`config.mk`:
```
export PLATFORM = sky130hd
export DESIGN_NAME = ws2812_pixel_feeder
export DESIGN_NICKNAME = d
export VERILOG_FILES = /design/src/rtl/ws2812_pkg.sv /design/src/rtl/button_debounce.sv /design/src/rtl/ws2812_pixel_feeder.sv
export SDC_FILE = /design/constraint.sdc
export NUM_CORES = 1
export LEC_CHECK = 0
export BUFFER_PORTS_ARGS = -buffer_cell sky130_fd_sc_hd__buf_2
export CORE_MARGIN = 5
export CORE_UTILIZATION = 62
export DETAILED_ROUTE_END_ITERATION = 6
export GPL_ROUTABILITY_DRIVEN = 1
export PLACE_DENSITY = 0.84
export SLEW_MARGIN = 20
export SYNTH_ARGS = -nofsm -noshare
export SYNTH_HDL_FRONTEND = slang
export SYNTH_HIERARCHICAL = 1
export SYNTH_SLANG_ARGS = --single-unit
```
`constraint.sdc`:
```
create_clock -name clk -period 3.9 [get_ports clk]
set_input_delay 0.78 -clock clk [delete_from_list [all_inputs] [get_ports clk]]
set_output_delay 0.78 -clock clk [all_outputs]
set_load 0.005 [all_outputs]
```
`src/rtl/ws2812_pkg.sv`:
```
// Shared WS2812 definitions: colour type, palettes, line timing and feeder FSM states.
// Used by the pixel feeder and by the downstream serializer.
package ws2812_pkg;

   typedef logic [23:0] grb_t;
   typedef logic [3:0][23:0] palette_t;

   localparam grb_t RED    = 24'hFF0000;
   localparam grb_t YELLOW = 24'hFFFF00;
   localparam grb_t GREEN  = 24'h00FF00;
   localparam grb_t BLUE   = 24'h0000FF;

   // Entry 0 sits in the least significant slot of each packed palette.
   localparam palette_t RING    = {GREEN, BLUE, YELLOW, RED};
   localparam palette_t UNIFORM = {BLUE, GREEN, YELLOW, RED};

   localparam int unsigned T0H_NS    = 400;
   localparam int unsigned T0L_NS    = 850;
   localparam int unsigned T1H_NS    = 800;
   localparam int unsigned T1L_NS    = 450;
   localparam int unsigned TRESET_US = 280;

   function automatic int unsigned ns_to_cycles(input int unsigned clk_hz,
                                                input int unsigned ns);
      return ((clk_hz / 1000) * ns + 999_999) / 1_000_000;
   endfunction

   typedef enum logic {
      ST_IDLE   = 1'b0,
      ST_STREAM = 1'b1
   } feed_state_t;

endpackage

```
`src/rtl/button_debounce.sv`:
```
// Two-flop synchronizer on an active-low button followed by a restartable
// stability counter; the debounced level flips only after a full quiet window.
module button_debounce #(
   parameter int unsigned DEBOUNCE_CYCLES = 100_000
) (
   input  logic clk,
   input  logic rst_n,
   input  logic button_n_i,
   output logic pressed_o
);

   localparam int unsigned CNT_W = (DEBOUNCE_CYCLES > 1) ? $clog2(DEBOUNCE_CYCLES) : 1;
   localparam logic [CNT_W-1:0] CNT_LAST = CNT_W'(DEBOUNCE_CYCLES - 1);

   logic             sync1_q;
   logic             sync2_q;
   logic             level_q;
   logic             level_d;
   logic [CNT_W-1:0] cnt_q;
   logic [CNT_W-1:0] cnt_d;

   always_comb begin
      level_d = level_q;
      cnt_d   = '0;
      // Any cycle where the input agrees with the output clears the count.
      if (sync2_q != level_q) begin
         if (cnt_q == CNT_LAST) begin
            level_d = sync2_q;
         end else begin
            cnt_d = cnt_q + 1'b1;
         end
      end
   end

   always_ff @(posedge clk or negedge rst_n) begin
      if (!rst_n) begin
         sync1_q <= 1'b0;
         sync2_q <= 1'b0;
         level_q <= 1'b0;
         cnt_q   <= '0;
      end else begin
         sync1_q <= ~button_n_i;
         sync2_q <= sync1_q;
         level_q <= level_d;
         cnt_q   <= cnt_d;
      end
   end

   assign pressed_o = level_q;

endmodule

```
`src/rtl/ws2812_pixel_feeder.sv`:
```
// Produces one frame of GRB pixel words per colour step over valid/ready.
// Frame content is frozen at frame start so late ticks or mode changes never tear a frame.
module ws2812_pixel_feeder
   import ws2812_pkg::*;
#(
   parameter int unsigned CLK_FREQ          = 10_000_000,
   parameter int unsigned NUM_LEDS          = 2,
   parameter int unsigned COLOR_STEP_CYCLES = CLK_FREQ,
   parameter int unsigned DEBOUNCE_CYCLES   = CLK_FREQ / 100
) (
   input  logic        clk,
   input  logic        rst_n,
   input  logic        button1,
   output logic [23:0] pix_data,
   output logic        pix_valid,
   input  logic        pix_ready,
   output logic        pix_last,
   output logic        mode
);

   localparam int unsigned LED_W  = (NUM_LEDS > 1) ? $clog2(NUM_LEDS) : 1;
   localparam int unsigned STEP_W = (COLOR_STEP_CYCLES > 1) ? $clog2(COLOR_STEP_CYCLES) : 1;
   localparam logic [LED_W-1:0]  LED_LAST  = LED_W'(NUM_LEDS - 1);
   localparam logic [STEP_W-1:0] STEP_LAST = STEP_W'(COLOR_STEP_CYCLES - 1);

   feed_state_t       state_q;
   feed_state_t       state_d;
   logic [STEP_W-1:0] step_cnt_q;
   logic [STEP_W-1:0] step_cnt_d;
   logic [1:0]        color_index_q;
   logic [1:0]        color_index_d;
   logic              frame_pending_q;
   logic              frame_pending_d;
   logic [1:0]        snap_index_q;
   logic [1:0]        snap_index_d;
   logic              snap_mode_q;
   logic              snap_mode_d;
   logic [LED_W-1:0]  led_idx_q;
   logic [LED_W-1:0]  led_idx_d;

   logic              step_tick;
   logic              last_led;
   logic [1:0]        ring_sel;
   grb_t              pixel_color;

   button_debounce #(
      .DEBOUNCE_CYCLES(DEBOUNCE_CYCLES)
   ) u_debounce (
      .clk        (clk),
      .rst_n      (rst_n),
      .button_n_i (button1),
      .pressed_o  (mode)
   );

   always_comb begin
      step_tick     = (step_cnt_q == STEP_LAST);
      step_cnt_d    = step_tick ? '0 : step_cnt_q + 1'b1;
      color_index_d = step_tick ? color_index_q + 2'd1 : color_index_q;
   end

   // Only the low two bits of the LED index matter for a 4-entry ring.
   always_comb begin
      last_led    = (led_idx_q == LED_LAST);
      ring_sel    = snap_index_q + 2'(led_idx_q);
      pixel_color = snap_mode_q ? UNIFORM[snap_index_q] : RING[ring_sel];
   end

   always_comb begin
      state_d         = state_q;
      led_idx_d       = led_idx_q;
      snap_index_d    = snap_index_q;
      snap_mode_d     = snap_mode_q;
      frame_pending_d = frame_pending_q;
      pix_valid       = 1'b0;
      pix_last        = 1'b0;
      pix_data        = '0;

      case (state_q)
         ST_IDLE: begin
            if (frame_pending_q) begin
               snap_index_d    = color_index_q;
               snap_mode_d     = mode;
               led_idx_d       = '0;
               frame_pending_d = 1'b0;
               state_d         = ST_STREAM;
            end
         end
         ST_STREAM: begin
            pix_valid = 1'b1;
            pix_last  = last_led;
            pix_data  = pixel_color;
            if (pix_ready) begin
               if (last_led) begin
                  state_d = ST_IDLE;
               end else begin
                  led_idx_d = led_idx_q + 1'b1;
               end
            end
         end
         default: state_d = ST_IDLE;
      endcase

      // A tick always wins over the clear at frame start, so it is never lost.
      if (step_tick) begin
         frame_pending_d = 1'b1;
      end
   end

   always_ff @(posedge clk or negedge rst_n) begin
      if (!rst_n) begin
         state_q         <= ST_IDLE;
         step_cnt_q      <= '0;
         color_index_q   <= '0;
         frame_pending_q <= 1'b1;
         snap_index_q    <= '0;
         snap_mode_q     <= 1'b0;
         led_idx_q       <= '0;
      end else begin
         state_q         <= state_d;
         step_cnt_q      <= step_cnt_d;
         color_index_q   <= color_index_d;
         frame_pending_q <= frame_pending_d;
         snap_index_q    <= snap_index_d;
         snap_mode_q     <= snap_mode_d;
         led_idx_q       <= led_idx_d;
      end
   end

endmodule

```
# Word-level counts from Yosys, hierarchy flattened
# Cells that the tools add are included.
[classes]
n_addsub = 5
n_mul = 0
div = 0
n_lt_le_gt_ge = 2
n_eq_ne = 6
shifts = 0
n_mux = 21
n_bitwise = 2
reduce_logical = 3
[ops]
columns = ["operator", "n"]
rows = [
  ["24-bit two-way mux", 5],
  ["24-bit binary-select mux with 2-bit select", 2],
  ["17-bit two-way mux", 2],
  ["24-bit by 1-bit adder with 24-bit output, second input constant", 1],
  ["24-bit equality test, second input constant", 1],
  ["17-bit by 1-bit adder with 17-bit output, second input constant", 1],
  ["17-bit equality test, second input constant", 1],
  ["1-bit two-way mux", 10],
  ["2-bit by 3-bit < comparator with 1-bit output, second input constant", 2],
  ["2-bit AND reduction", 3],
  ["2-bit != test, second input constant", 2],
  ["1-bit case mux with 2 select lines", 2],
  ["2-bit by 1-bit adder with 2-bit output", 1],
  ["2-bit by 1-bit adder with 2-bit output, second input constant", 1],
  ["2-bit by 1-bit != test with 1-bit output, second input constant", 1],
  ["1-bit inverter", 2],
  ["1-bit adder, second input constant", 1],
  ["1-bit != test", 1],
]
[totals]
reg_bits = 52
latchBits = 0
ram_bits = 0
romBits = 0
in_bits = 4
output_inout_bits = 27
elab_cells = 50
memories = 0

# Logic depth before layout (Yosys ltp)
# Gate-level depths: netlist of the first run.
[logic_depth]
ltp_word = 5
ltp_mapped = 6
ltp_nobuf = 5

# Modules after synthesis
# The synthesis of the first run kept the hierarchy.
[modules_own_cells]
columns = ["mod", "instances", "cells_per_inst", "area_each_um2", "seq_area_each_um2"]
rows = [
  ["ws2812_pixel_feeder", 1, 165, 1720.4, 802.0],
  ["button_debounce", 1, 92, 944.7, 500.5],
]

# Worst setup path before layout of the first run
# No wires, ideal clock.
[synth_timing]
path_kind = "reg2out"
from = "register snap_index_q[0]"
to = "output pix_data[1]"
t_arrival_ps = 1443
required_time_ps = 3120
slack_ps = 1677
stages_incl_launch_ff = 6
path_cell_list = "dfrtp_1 ha_1 nor3_1 a21oi_1 nor2b_1 buf_4"
[synth_between]
elab_chain_cells = 5
[synth_lines]
columns = ["item", "line_no", "rtl"]
rows = [
  ["start, declared", "ws2812_pixel_feeder.sv:34", "logic [1:0] snap_index_q;"],
  ["start signal, assigned", "ws2812_pixel_feeder.sv:123", "snap_index_q <= snap_index_d;"],
  ["2-bit by 1-bit adder with 2-bit output", "ws2812_pixel_feeder.sv:64", "ring_sel = snap_index_q + 2'(led_idx_q);"],
  ["24-bit binary-select mux with 2-bit select", "ws2812_pixel_feeder.sv:65", "pixel_color = snap_mode_q ? UNIFORM[snap_index_q] : RING[ring_sel];"],
  ["24-bit two-way mux (not written as such)", "ws2812_pixel_feeder.sv:65", ""],
  ["24-bit two-way mux *", "ws2812_pixel_feeder.sv:65", ""],
  ["24-bit two-way mux *", "ws2812_pixel_feeder.sv:78", "case (state_q)"],
  ["end, declared", "ws2812_pixel_feeder.sv:14", "output logic [23:0] pix_data,"],
]
# Mark *: on every way between the ends. The rest lies on a longest branch, timed or not. The select of a mux whose other input is x is not followed.

# Worst setup path in the final report of the first run
[layout_timing]
from = "register snap_index_q[0]"
to = "output pix_data[5]"
# Same word-level chain as after synthesis.

==> results of run 1 <==
## logic make-up (layout without fill, tap and decap cells)
kind of cell | Yosys count | count (layout)
AO/OA/AOI/OAI | 18 | 18
AND/OR/NAND/NOR | 107 | 107
buffers and inverters | 34 | 48
multiplexers | 7 | 7
adder cells (fa/ha/maj) | 4 | 4
XOR/XNOR | 35 | 35
flip-flops | 52 | 52
## sequential cells by signal, indices dropped and copies added, names as in the netlist, 2 cells and up
name and flops:
color_index_q 2, snap_index_q 2, u_debounce/cnt_q 17, step_cnt_q 24
## area by class of cell
type / count / area (sq um) / area share, %
Inverter: 9 / 33.8 / 1.19
Sequential cell: 52 / 1300 / 45.9
Multi-Input combinational cell: 171 / 1150 / 40.6
Clock buffer: 5 / 68.8 / 2.43
Clock inverter: 3 / 46.3 / 1.63
Timing Repair Buffer: 31 / 170 / 6.00
Tap cell: 50 / 62.6 / 2.21
## critical path: cells and delay by family (launching register included)
| kind | cells | cell delay [ns] |
|---|---|---|
| flip-flops | 1 | 0.42 |
| AND/OR/NAND/NOR | 2 | 0.48 |
| AO/OA/AOI/OAI | 1 | 0.06 |
| buffers and inverters | 1 | 0.18 |
| adder cells (fa/ha/maj) | 1 | 0.32 |
## cells in the final DEF (no fill, tap or decap), types with 2 or more instances in the layout
master / instances
mux2_2: 4
ha_1: 4
nand3_1: 11
nor4_1: 7
nor3_1: 3
nand2_1: 10
and2_1: 4
clkbuf_8: 5
nand4_1: 18
nor2b_1: 5
xnor2_1: 21
mux2i_1: 3
o21ai_0: 6
and3_1: 2
and4_1: 2
a21oi_1: 4
nand3_2: 2
inv_1: 9
dfrtp_1: 51
or4_1: 3
or3_1: 2
xor2_1: 14
nor2_1: 30
buf_2: 30
## Yosys cell counts, types with 2 or more instances
library cell / number / area [sq um]
dfrtp_1: 51 / 1280
nor2_1: 30 / 113
buf_4: 22 / 165
xnor2_1: 21 / 184
nand4_1: 18 / 113
xor2_1: 14 / 123
nand3_1: 11 / 55.1
nand2_1: 10 / 37.5
inv_1: 9 / 33.8
nor4_1: 7 / 43.8
o21ai_0: 6 / 30.0
nor2b_1: 5 / 31.3
a21oi_1: 4 / 20.0
and2_1: 4 / 25.0
ha_1: 4 / 50.1
mux2_2: 4 / 45.0
mux2i_1: 3 / 30.0
nor3_1: 3 / 15.0
or4_1: 3 / 22.5
and3_1: 2 / 12.5
and4_1: 2 / 17.5
buf_2: 2 / 10.0
nand3_2: 2 / 20.0
o21ai_1: 2 / 10.0
or3_1: 2 / 12.5
## worst paths after layout
path                                               from                        endpoint  slack, ns  cells after the start
setup / recovery            snap_index_q[0]$_DFFE_PN0P_                     pix_data[5]       1.34                      5
hold / removal             u_debounce/sync1_q$_DFF_PN0_    u_debounce/sync2_q$_DFF_PN0_       0.38                      0
setup reg to reg                step_cnt_q[0]$_DFF_PN0_         step_cnt_q[5]$_DFF_PN0_       1.81                      5
hold reg to reg            u_debounce/sync1_q$_DFF_PN0_    u_debounce/sync2_q$_DFF_PN0_       0.38                      0
max in group asynchronous                         rst_n     frame_pending_q$_DFFE_PN1P_       2.88                      2
min in group asynchronous                         rst_n  u_debounce/cnt_q[13]$_DFF_PN0_       0.43                      1
## power groups by stage
stage	clock (mW)	combinational [mW]	sequential, mW
final	0.371	0.0464	0.548
after global routing	0.408	0.0536	0.549
after CTS	0.384	0.0480	0.548
after detailed placement	0	0.0479	0.559
after global placement	0	0.0445	0.559
after floorplan	0	0.0332	0.558
## per-layer routing
metal	wire length (um)	up-vias
li1	-	899
met1	2120	894
met2	2170	38
met3	221	8
met4	75	0
met5	0	-
==> flow_summary.toml, run 1 <==
[final_layout]
drive_gt1_share_pct = 19.6
fill_cells = 313
syn_to_final_growth_pct = 6.43
final_nets = 278
fin_cells = 321
utilization_pct = 69.4
diodes = 0
final_cell_area_sq_um = 2840

[global_route]
overflow = 0
grt_pass1_vias = 1734
grt_util_met3_pct = 3.96
grt.met2_usage_pct = 27.6
grt_pass1_wl_mm = 7.80
antenna_found_initial = 0
busiest_layer = "met2"
grt_use_met1_pct = 24.8
grt_max_degree = 32
grtUsageTotal_pct = 17.9

[timing]
hold_slack_ns = 0.384
drv_slew = 0
skew_ns = 0.00915
fin_crit_sh_pct = 65.5
relSlewSlack_pct = 54.1
worst_slack_ns = 1.34
tns_ns = 0
fin_crit_ns = 2.56
rsz0062_at_grt = "no"
setup_viol = 0
hold_violations = 0
tightest_slew_ns = 0.683
fmax_mhz = 391

[yosys]
async_flop_share_pct = 100
synth-simple-area-share_pct = 22.9
seq_area_frac_synth_pct = 48.9
synthFlopType = "dfrtp_1"
synth-edff-count = 0
ys_types = 41
syn_inst = 257
synthesis.nets = 265
synth.area.mux_share_pct = 2.82
postSynthAreaPerCell_sq_um = 10.4
synth_seq_cells = 52
synth_top_family_by_area = "simple AND/OR/NAND/NOR gates"
synth-compound-area-share_pct = 3.99
synth_xor_area_share_pct = 11.5
yosys_warnings = 6
synth_area_sq_um = 2670
synth-adder-area-share_pct = 1.88

[drt]
first_iter_violations = 111
avgRoutedWirePerCell_um = 14.3
via_per_inst = 5.73
drt-pass1-iter-count = 4
dr_total_vias = 1839
drtAntennaViolNets = 0
post-route-drc-count = 0
drt_wl_total_mm = 4.58

[clocking]
cts_root_buf = "clkbuf_8"
cts_buffers = 5
h-tree-depth = 2
clk_pin_slew_worst_paths_ns = 0.10
cts-resized-gates = 0
cts_tree = "built"
clkSinkCount = 52
post-cts-setup-buffer-count = 0
clk_latency_ns = 0.31
clockBufferDepth = 2
hold_buffers = 0

[floorplanning]
rows = 23
dieArea_sq_um = 5710
die_x_um = 75.6
core_sq_um = 4090
die_h_um = 75.6
start_util_pct = 65.2
ios = 31

[worst_setup_path]
worst_path_max_delay_cell = "dfrtp_1"
critPathCaptureType = "output port"
start_kind = "register"
cp_cell_sequence = "ha_1 -> nor3_1 -> a21oi_1 -> nor2b_1 -> buf_2"
required_ns = 3.12
max_stage_delay_ns = 0.42
arrival_ns = 1.78
crit_fanout = 8
path_class = "reg -> out"

[power_and_ir_drop]
p_sw_uw = 211
p_comb_share_pct = 4.8
p_seq_share_pct = 56.8
peakVddDrop_mv = 0.233
switching_share_pct = 21.8
p_clk_share_pct = 38.4
leakagePower_nw = 1.34
cellPowerDensity_nw_per_um2 = 341
finalPower_uw = 966
intPower_uw = 755

[placed_design]
dp_cells = 313
portBuffers = 30
gp_congestion = 0.834
dp_worst_setup_slack_ns = 1.68
dpl.hpwl_mm = 3.30
placed_cell_area_sq_um = 2720

[run]
cap_violations = 0

[outcome]
outcome = "finished clean"

[min_path]
hp-class = "reg -> reg"
(Power assumes the default switching activity.)
==> inputs of run 2 (changes only) <==
--- a/config.mk
+++ b/config.mk
@@ -7,10 +7,10 @@
 export LEC_CHECK = 0
 export BUFFER_PORTS_ARGS = -buffer_cell sky130_fd_sc_hd__buf_2
 export CORE_MARGIN = 5
-export CORE_UTILIZATION = 62
+export CORE_UTILIZATION = 58
 export DETAILED_ROUTE_END_ITERATION = 6
 export GPL_ROUTABILITY_DRIVEN = 1
-export PLACE_DENSITY = 0.84
+export PLACE_DENSITY = 0.79
 export SLEW_MARGIN = 20
 export SYNTH_ARGS = -nofsm -noshare
 export SYNTH_HDL_FRONTEND = slang
==> constraint.sdc (replaced) <==
create_clock -name clk -period 2.4 [get_ports clk]
set_input_delay 0.48 -clock clk [delete_from_list [all_inputs] [get_ports clk]]
set_output_delay 0.48 -clock clk [all_outputs]
set_load 0.005 [all_outputs]
==> flow_summary.toml, run 2 (synthesis gave the netlist of run 1 again) <==
[clocking]
clk_latency_ns = 0.30
clk_pin_slew_worst_paths_ns = 0.10
cts_buffers = 5
cts_tree = "built"
clkSinkCount = 52
post-cts-setup-buffer-count = 0
cts_root_buf = "clkbuf_8"
clockBufferDepth = 2
h-tree-depth = 2

[timing]
fin_crit_ns = 2.13
skew_ns = 0.0126
hold_slack_ns = 0.271
fin_crit_sh_pct = 88.9
tightest_slew_ns = 0.631
hold_violations = 0
worst_slack_ns = 0.267
rsz0062_at_grt = "no"
drv_slew = 0
fmax_mhz = 469
tns_ns = 0
setup_viol = 0
relSlewSlack_pct = 57.9

[final_layout]
largest_register_ffs = 24
fin_cells = 324
diodes = 0
top_register = "step_cnt_q"
layout_common_cells = "51 x dfrtp_1, 30 x nor2_1, 30 x buf_2"
multi_input_area_sq_um = 1150
final_common_cell = "dfrtp_1"
final_nets = 279
fill_cells = 343
reg_top3 = "step_cnt_q (24), u_debounce/cnt_q (17)"
seqCellArea_sq_um = 1300
syn_to_final_growth_pct = 5.63
utilization_pct = 63.8
drive_gt1_share_pct = 19.9

[run]
cap_violations = 0

[min_path]
hp-class = "in -> async"

[global_route]
overflow = 0
grt_max_degree = 53
grt_pass1_wl_mm = 7.98
grtUsageTotal_pct = 15.8
grt_pass1_vias = 1816
antenna_found_initial = 0

[floorplanning]
rows = 24
start_util_pct = 60.4
die_x_um = 77.8
ios = 31
core_sq_um = 4410
die_h_um = 77.8
dieArea_sq_um = 6050

[worst_setup_path]
r2r_end = "step_cnt_q[5]$_DFF_PN0_"
max_stage_delay_ns = 0.43
path_delay_family = "flip-flops"
r2r_slack_ns = 0.36
start_kind = "register"
required_ns = 1.92
worst_path_max_delay_cell = "dfrtp_1"
arrival_ns = 1.65
critPathCaptureType = "output port"
worstReg2RegStart = "step_cnt_q[0]$_DFF_PN0_"
crit_fanout = 8
path_class = "reg -> out"
path_buf_inv = 1
cp_cell_sequence = "ha_1 -> nor3_1 -> a21oi_1 -> nor2b_2 -> buf_2"
reg2regPathDepth = 5

[outcome]
outcome = "finished clean"

[placed_design]
dp_worst_setup_slack_ns = 0.366
gp_congestion = 0.806
portBuffers = 30
dp_cells = 316
dpl.hpwl_mm = 3.21

[power_and_ir_drop]
p_comb_share_pct = 5.0
p_sw_uw = 324
peakVddDrop_mv = 0.335
cellPowerDensity_nw_per_um2 = 522
leakagePower_nw = 1.32
switching_share_pct = 22.0
p_seq_share_pct = 60.6
intPower_mw = 1.15
p_clk_share_pct = 34.4

[drt]
avgRoutedWirePerCell_um = 13.7
post-route-drc-count = 0
dr_total_vias = 1844
drt-pass1-iter-count = 4
drtAntennaViolNets = 0
drt_wl_total_mm = 4.45
first_iter_violations = 121
via_per_inst = 5.69
## run 2: worst max path at each step
stage / to / depth (start not counted) / from
3_5_place_dp: step_cnt_q[5]$_DFF_PN0_ / 5 / step_cnt_q[0]$_DFF_PN0_
6_report: pix_data[3] / 5 / last_led$_DFFE_PN0P_
2_1_floorplan: pix_data[1] / 5 / snap_index_q[0]$_DFFE_PN0P_
4_1_cts: pix_data[3] / 5 / last_led$_DFFE_PN0P_
5_1_grt: pix_data[4] / 5 / last_led$_DFFE_PN0P_
3_3_place_gp: step_cnt_q[5]$_DFF_PN0_ / 5 / step_cnt_q[0]$_DFF_PN0_
## run 2: stage by stage
stage                     power (mW)  area [sq um]
after floorplan                0.961          2670
after global placement         0.982          2720
after detailed placement       0.984          2720
after CTS                       1.49          2810
after global routing            1.55          2820
final                           1.47          2820
## run 2: per-layer routing
layer  GRT usage [%]  wire, um  up-vias
met1            20.4      1940      910
met5               0         0        -
met4            5.67        55        0
met3            3.47       213        5
li1                -         -      894
met2            26.2      2240       35
## run 2: repair_timing
item	in CTS	in global routing
endpoints found under the setup margin	0	8
gates resized for setup	0	1
endpoints found under the hold margin	0	0
hold buffers	0	0
## run 2: cell type report
class                           instances  share of cell area, %
Clock inverter                          2                  0.533
Inverter                                9                   1.20
Clock buffer                            6                   2.93
Timing Repair Buffer                   32                   5.87
Tap cell                               52                   2.31
Sequential cell                        52                   46.3
Multi-Input combinational cell        171                   40.9
## run 2: power groups by stage
| stage | clock network, mW | logic [mW] | registers [mW] |
|---|---|---|---|
| 3_3_place_gp | 0 | 0.0744 | 0.908 |
| 5_1_grt | 0.571 | 0.0837 | 0.892 |
| 3_5_place_dp | 0 | 0.0758 | 0.908 |
| 4_1_cts | 0.528 | 0.0760 | 0.891 |
| 6_report | 0.505 | 0.0734 | 0.891 |
| 2_1_floorplan | 0 | 0.0539 | 0.907 |
## run 2: worst reg2reg max path, stage by stage (launching register included)
cell,delay [ns]
dfrtp_1,0.40
ha_1,0.22
nand3_2,0.18
or4_1,0.72
o21a_1,0.25
o22a_1,0.17
==> inputs of run 3 (changes only) <==
--- a/config.mk
+++ b/config.mk
@@ -5,12 +5,14 @@
 export SDC_FILE = /design/constraint.sdc
 export NUM_CORES = 1
 export LEC_CHECK = 0
+export ABC_AREA = 1
 export BUFFER_PORTS_ARGS = -buffer_cell sky130_fd_sc_hd__buf_2
 export CORE_MARGIN = 5
-export CORE_UTILIZATION = 58
+export CORE_UTILIZATION = 59
+export CTS_CLUSTER_DIAMETER = 80
 export DETAILED_ROUTE_END_ITERATION = 6
 export GPL_ROUTABILITY_DRIVEN = 1
-export PLACE_DENSITY = 0.79
+export PLACE_DENSITY = 0.8
 export SLEW_MARGIN = 20
 export SYNTH_ARGS = -nofsm -noshare
 export SYNTH_HDL_FRONTEND = slang
==> flow_summary.toml, run 3 <==
[outcome]
outcome = "finished clean"

[drt]
post-route-drc-count = 0
via_per_inst = 4.98
avgRoutedWirePerCell_um = 12.3
drt-pass1-iter-count = 4
dr_total_vias = 2483
drtAntennaViolNets = 0
drt_wl_total_mm = 6.14
first_iter_violations = 153

[global_route]
grtUsageTotal_pct = 19.8
antenna_found_initial = 0
grt_pass1_vias = 2342
grt_pass1_wl_mm = 10.4
grt_max_degree = 20
overflow = 0

[floorplanning]
dieArea_sq_um = 6840
die_x_um = 82.7
rows = 26
start_util_pct = 61.1
core_sq_um = 5110
die_h_um = 82.7
ios = 31

[yosys]
synth_top_area_share_pct = 40.9
synth_seq_cells = 52
synth_common_cells = "87 x nand2_1, 60 x nor2_1, 57 x inv_1"
ys_types = 26
synthesis.nets = 418
synthFlopType = "dfrtp_1"
synth_area_sq_um = 3120
seq_area_frac_synth_pct = 41.8
yosys_warnings = 6
synth-edff-count = 0
postSynthAreaPerCell_sq_um = 7.61
synth.area.top_cells = "dfrtp_1 41%, nand2_1 10%, nor2_1 7.2%, inv_1 6.9%, nand3_1 5.3%"
synth_most_common_cell = "nand2_1"
syn_inst = 410
synth_largest_area_cell = "dfrtp_1"
async_flop_share_pct = 100

[final_layout]
largest_register_ffs = 24
fin_cells = 499
final_common_cell = "nand2_1"
drive_gt1_share_pct = 20.7
top_register = "step_cnt_q"
syn_to_final_growth_pct = 7.62
final_nets = 436
diodes = 0
layout_common_cells = "87 x nand2_1, 60 x nor2_1, 57 x inv_1"
reg_top3 = "step_cnt_q (24), u_debounce/cnt_q (17)"

[placed_design]
dpl.hpwl_mm = 4.59
dp_cells = 491
portBuffers = 30
gp_congestion = 0.889

[timing]
fin_crit_ns = 2.24
tightest_slew_ns = 0.452
setup_viol = 0
tns_ns = 0
relSlewSlack_pct = 69.9
drv_slew = 0
fin_crit_sh_pct = 93.3
hold_violations = 0
fmax_mhz = 446
skew_ns = 0.00881
rsz0062_at_grt = "no"

[clocking]
clkSinkCount = 52
clockBufferDepth = 2
clk_latency_ns = 0.30
hold_buffers = 0
cts_buffers = 5
clk_pin_slew_worst_paths_ns = 0.09
cts_root_buf = "clkbuf_8"
h-tree-depth = 2
post-cts-setup-buffer-count = 0
cts_tree = "built"

[worst_setup_path]
start_kind = "register"
arrival_ns = 1.76
critPathCaptureType = "output port"
crit_fanout = 8
required_ns = 1.92
path_class = "reg -> out"

[power_and_ir_drop]
peakVddDrop_mv = 0.318
cellPowerDensity_nw_per_um2 = 482
finalPower_mw = 1.62
leakagePower_nw = 1.69

[min_path]
hp-class = "in -> async"

[run]
cap_violations = 0
## run 3: cell count changes after synthesis, sizes merged, moves of 4 or more
cell and change:
mux2 -4, nor4 -8, nor2 +50, xor2 -4, nand3 +20, nor3 +4, xnor2 -15, nor2b -4
nand2 +94, inv +53, and2 -4, nand4 -10
## run 3: layout make-up
type,instances,area [sq um]
Fill cell,440,1750
Inverter,62,233
Tap cell,70,87.6
Clock inverter,1,30.0
Timing Repair Buffer,32,165
Clock buffer,7,96.3
Multi-Input combinational cell,275,1440
Sequential cell,52,1300
## run 3: kinds of logic after synthesis
kind of cell	share of synthesized area (%)
xor gates and xnor gates	4.73
and+or+nand+nor	36.1
AOI/OAI and AO/OA	3.29
DFF	41.8
buffers and inverters	12.5
adders and majority gates	1.60
## run 3: worst paths after layout
check,from,to,slack [ns],depth (start not counted)
max reg2reg,step_cnt_q[1]$_DFF_PN0_,step_cnt_q[7]$_DFF_PN0_,0.84,5
max in group asynchronous,rst_n,frame_pending_q$_DFFE_PN1P_,1.62,2
max,snap_index_q[0]$_DFFE_PN0P_,pix_data[3],0.16,6
min in group clk,button1,u_debounce/sync1_q$_DFF_PN0_,0.33,2
min,rst_n,step_cnt_q[16]$_DFF_PN0_,0.11,1
min reg2reg,u_debounce/sync1_q$_DFF_PN0_,u_debounce/sync2_q$_DFF_PN0_,0.35,0
## run 3: layer usage
metal  routed length (um)  vias to the layer above  GRT usage (%)  share of wire, %
met1                 2580                     1147           25.4                42
li1                     -                     1273              -                 -
met3                  274                       10           3.80               4.5
met4                   95                        0           6.21               1.5
met5                    0                        -              0                 0
met2                 3190                       53           33.7                52
## run 3: critical path, cell delays in order (launching register included)
cell and delay, ns:
dfrtp_1 0.42, ha_1 0.22, xnor2_1 0.12, nor2_1 0.18, nand2_1 0.14, a21oi_4 0.21, buf_2 0.15
## run 3: per-stage QoR
| step | hold WS, ns | setup slack (ns) | instance area (sq um) | utilization [%] |
|---|---|---|---|---|
| finish | 0.113 | 0.160 | 3360 | 65.7 |
| global route | 0.114 | 0.0537 | 3360 | 65.7 |
| CTS | 0.106 | 0.00674 | 3350 | 65.5 |
| detailed placement | 0.336 | 0.347 | 3210 | 62.9 |
| global placement | 0.336 | 0.441 | 3210 | 62.9 |
| floorplan | 0.184 | 0.327 | 3120 | - |
## run 3: timing repair
item	CTS	global route
gates resized for setup	1	2
endpoints found under the setup margin	8	8
pin swaps	0	0
hold endpoints to repair	0	0
## run 3: where the power goes
part	internal (mW)	total (mW)	switching (mW)
sequential	0.883	0.889	0.00659
combinational	0.0289	0.0809	0.0520
clock	0.368	0.648	0.279
total	1.28	1.62	0.338
